--- src/rtl/ser_to_par.sv ---
// ser_to_par -- serial-to-parallel deserializer.
//
// Consumes a one-bit valid/ready stream (LSB of each word first) and
// reassembles N-bit words, presenting them on a valid/ready parallel port
// through a one-word holding register. While a finished word waits in the
// holding register the next word keeps accumulating in the shift register;
// the serial side is only stalled when both are full.
//
// Optional feature macro: SER_TO_PAR_PARITY_EN
//   defined   : frames are N+1 bits, bit N is an even-parity bit and par_err
//               flags a parity mismatch for the word on par_data.
//   undefined : frames are N bits, no parity logic, no par_err port.
//
// Ports:
//   clk        in   rising-edge clock
//   rstn       in   asynchronous active-low reset
//   ser_data   in   serial bit (LSB first)
//   ser_valid  in   ser_data is valid
//   ser_ready  out  block accepts a bit this cycle (decoded from state only)
//   par_data   out  [N-1:0] assembled word (holding register)
//   par_valid  out  par_data holds an undelivered word
//   par_ready  in   consumer accepts par_data this cycle
//   par_err    out  parity error for par_data (SER_TO_PAR_PARITY_EN only)

module ser_to_par #(
   parameter int N = 8
) (
   input  logic         clk,
   input  logic         rstn,
   input  logic         ser_data,
   input  logic         ser_valid,
   output logic         ser_ready,
   output logic [N-1:0] par_data,
   output logic         par_valid,
`ifdef SER_TO_PAR_PARITY_EN
   output logic         par_err,
`endif
   input  logic         par_ready
);

`ifdef SER_TO_PAR_PARITY_EN
   localparam int F = N + 1;
`else
   localparam int F = N;
`endif
   localparam int CW = $clog2(N + 2);
   localparam logic [CW-1:0] LAST = CW'(F - 1);

   typedef enum logic {FILL, FULL} state_t;

   state_t        state, state_nxt;
   logic [F-1:0]  sh;
   logic [F-1:0]  sh_nxt;
   logic [F-1:0]  xfer_word;
   logic [CW-1:0] cnt;
   logic          accept;
   logic          last_bit;
   logic          slot_free;
   logic          xfer;

   assign ser_ready = (state == FILL);
   assign accept    = ser_valid && ser_ready;
   assign last_bit  = accept && (cnt == LAST);
   assign slot_free = !par_valid || par_ready;
   assign sh_nxt    = {ser_data, sh[F-1:1]};

   always_comb begin
      state_nxt = state;
      xfer      = 1'b0;
      xfer_word = sh;
      case (state)
         FILL: begin
            if (last_bit) begin
               if (slot_free) begin
                  // Transfer straight from the shifter with the final bit included.
                  xfer      = 1'b1;
                  xfer_word = sh_nxt;
               end else begin
                  state_nxt = FULL;
               end
            end
         end
         FULL: begin
            // The shift register already holds the complete frame.
            if (slot_free) begin
               xfer      = 1'b1;
               xfer_word = sh;
               state_nxt = FILL;
            end
         end
         default: state_nxt = FILL;
      endcase
   end

   always_ff @(posedge clk or negedge rstn) begin
      if (!rstn) begin
         state <= FILL;
      end else begin
         state <= state_nxt;
      end
   end

   // Shift register and bit counter. The counter may sit at F while in FULL;
   // it is cleared only by a transfer.
   always_ff @(posedge clk or negedge rstn) begin
      if (!rstn) begin
         sh  <= '0;
         cnt <= '0;
      end else begin
         if (accept) begin
            sh <= sh_nxt;
         end
         if (xfer) begin
            cnt <= '0;
         end else if (accept) begin
            cnt <= cnt + 1'b1;
         end
      end
   end

   // Output holding register.
   always_ff @(posedge clk or negedge rstn) begin
      if (!rstn) begin
         par_data  <= '0;
         par_valid <= 1'b0;
      end else begin
         if (xfer) begin
            par_data  <= xfer_word[N-1:0];
            par_valid <= 1'b1;
         end else if (par_ready) begin
            par_valid <= 1'b0;
         end
      end
   end

`ifdef SER_TO_PAR_PARITY_EN
   // Even parity: XOR over all F bits is 0 for a good frame.
   always_ff @(posedge clk or negedge rstn) begin
      if (!rstn) begin
         par_err <= 1'b0;
      end else if (xfer) begin
         par_err <= ^xfer_word;
      end
   end
`endif

endmodule
--- config.mk ---
export PLATFORM = sky130hd
export DESIGN_NAME = ser_to_par
export DESIGN_NICKNAME = d
export VERILOG_FILES = /design/src/rtl/ser_to_par.sv
export SDC_FILE = /design/constraint.sdc
export NUM_CORES = 1
export LEC_CHECK = 0
export ABC_AREA = 1
export BUFFER_PORTS_ARGS = -buffer_cell sky130_fd_sc_hd__buf_2
export CORE_MARGIN = 2
export CORE_UTILIZATION = 59
export CTS_BUF_LIST = sky130_fd_sc_hd__clkbuf_8
export DETAILED_ROUTE_END_ITERATION = 10
export PLACE_DENSITY = 0.81
export SLEW_MARGIN = 5
export SYNTH_ARGS = -nofsm -noshare
export SYNTH_HDL_FRONTEND = slang
export SYNTH_SLANG_ARGS = --single-unit
--- constraint.sdc ---
create_clock -name clk -period 1.8 [get_ports clk]
set_input_delay 0.36 -clock clk [delete_from_list [all_inputs] [get_ports clk]]
set_output_delay 0.36 -clock clk [all_outputs]
set_load 0.01 [all_outputs]
==> flow_summary.yaml <==
layout:
  layout-drive-gt1-share: 0.1595
  area_growth_pct: 11.18
  diodes: 0
  layout_common_cells: "nand2_1 (59), dfrtp_1 (22), nand3_1 (18), buf_2 (14), inv_1 (9)"
  layout_commonest_cell: "nand2_1"
  nFillCells: 161
  nets: 171
  stdcell_count: 190
worst_setup_path:
  crit_buf_inv: 0
  slowest_delay_ns: 0.40
  path_delay_family: "simple AND/OR/NAND/NOR gates"
  critPathLaunchType: "flip-flop"
  regToRegStartpoint: "cnt[0]"
  arrival_ns: 1.67
  crit_chain: "ha_1 > nand3_4 > nor2_8 > nand2_4 > nand2_4 > nand2_1 > nand2_1"
  path_max_fanout: 12
  rrSetupSlack_ns: 0.33
  path_class: "flip-flop to flip-flop"
  required_ns: 2.00
  reg2reg_to: "par_data[2]"
  cp-end-kind: "flip-flop"
  r2r_cells: 7
  slowest_stage: "dfrtp_1"
power_and_ir_drop:
  p_leak_nw: 0.7118
  fin_total_pwr_mw: 1.601
  power_density_mw_per_mm2: 1226
  ir_drop_v: 0.0009244
run:
  maxCapViolations: 0
route:
  vias_per_cell: 5.179
  wl_per_cell_um: 12.03
  wirelength_mm: 2.285
  drc: 0
  drt_iter0_drc: 31
  drt-pass1-iter-count: 4
  ant_nets: 0
  num_vias: 984
timing:
  setup_viol: 0
  min_period_ns: 1.467
  fin_setup_tns_ns: 0
  rsz0062_at_grt: "false"
  worstMarginPinSlew_ns: 0.4839
  fin_ws_ns: 0.3328
  fmax_mhz: 681.6
  slew_headroom: 0.6774
  finClkSkew_ns: 0.001841
  drv_slew: 0
  fin_crit_sh: 0.8151
  hold_violations: 0
place:
  port_buffers: 14
  place_ws_ns: 0.3253
  dp_hpwl_mm: 1.667
  gp_congestion: 0.9014
  dp_cells: 187
synth:
  yosysWarnings: 0
  postSynthCellCount: 148
  synth.distinct_cells: 19
  yosysSeqAreaShare: 0.4686
  synth_fp_nets: 154
  syn-cell-area_mm2: 0.001175
  ys_ff_latch: 22
  synth_area_per_cell_um2: 7.938
floorplanning:
  initial_core_util: 0.6113
  die_x_um: 48.63
  pin_count: 15
  die-area_mm2: 0.002364
  die_h_um: 48.63
  row_count: 16
  core-area_mm2: 0.001922
status:
  outcome: "finished, final reports clean"
global_routing:
  gr-total-overflow: 0
  grt_max_degree: 23
  grt_pass1_vias: 895
  grt_usage: 0.2216
  grt_pass1_wl_mm: 4.057
  antenna_found_initial: 0
clock_network:
  clk_pin_slew_ns: 0.07
  cts-resized-gates: 0
  cts_tree: "yes"
  clockBufferDepth: 2
  htree_levels: 1
  clock-sinks: 22
  cts_buffers: 3
  insertion_delay_ns: 0.26
  root_buffer: "clkbuf_8"
  cts.hold.buffers_added: 0
  cts_setup_buffers: 0
min_path:
  holdCritPathClass: "primary input to async pin"
## cell type report
class                           count  area [um2]  area share
Inverter                           11       41.29     0.03161
Sequential cell                    22       550.5      0.4215
Clock buffer                        3       41.29     0.03161
Multi-Input combinational cell    111       554.3      0.4243
Tap cell                           27       33.78     0.02586
Timing Repair Buffer               16       85.08     0.06513
## worst max path at each step
stage / startpoint / endpoint / cells after the start
floorplan: cnt[0] / par_data[2] / 8
global placement: cnt[0] / par_data[6] / 7
detailed placement: par_ready / par_data[4] / 10
CTS: cnt[0] / par_data[1] / 7
global route: cnt[0] / par_data[2] / 7
finish: cnt[0] / par_data[2] / 7
## cell usage after synthesis, drive strengths merged
master  instances  share of area
o21bai          8          0.051
ha              1          0.011
dfrtp          22           0.47
o21ai           7          0.030
a21oi           2         0.0085
xor2            3          0.022
nor2            8          0.039
nand3          19          0.092
buf             4          0.024
clkinv          1         0.0032
nand2          63           0.22
inv            10          0.032
## report_power, final
group	total, mW	internal [mW]	switching, mW
logic	0.553	0.220	0.333
clock network	0.299	0.149	0.149
registers	0.750	0.640	0.110
## worst reg2reg max path, cell delays in order, from the launching register on
cell and delay [ns]:
dfrtp_1 0.40, ha_1 0.22, nand3_4 0.18, nor2_8 0.21, nand2_4 0.12, nand2_4 0.15, nand2_1 0.08, nand2_1 0.06
## sequential cells by signal (all words and copies together) (netlist names)
register   count
cnt            4
par_data       8
par_valid      1
state          1
sh             8
## layer usage
metal | wire (um) | global-route usage
met1 | 1068 | 0.3149
met2 | 1069 | 0.3470
met3 | 99 | 0.02778
met4 | 47 | 0.08571
met5 | 0 | 0
## metrics by stage
stage | hold WS, ns | area (um2) | util
after floorplan | 0.06441 | 1175 | -
after global placement | 0.3374 | 1265 | 0.6582
after detailed placement | 0.3448 | 1265 | 0.6582
after CTS | 0.06189 | 1306 | 0.6797
after global routing | 0.08838 | 1306 | 0.6797
final | 0.04842 | 1306 | 0.6797
## logic make-up (layout without fill, tap and decap cells)
family	Yosys count	in the layout	synth area share
AOI/OAI and AO/OA	17	17	0.08946
adders and majority gates	1	1	0.01065
and+or+nand+nor	90	90	0.3493
buffers and inverters	15	30	0.05963
xor gates and xnor gates	3	3	0.02237
DFF	22	22	0.4686
Note: power is estimated with default switching activity, not from simulation.
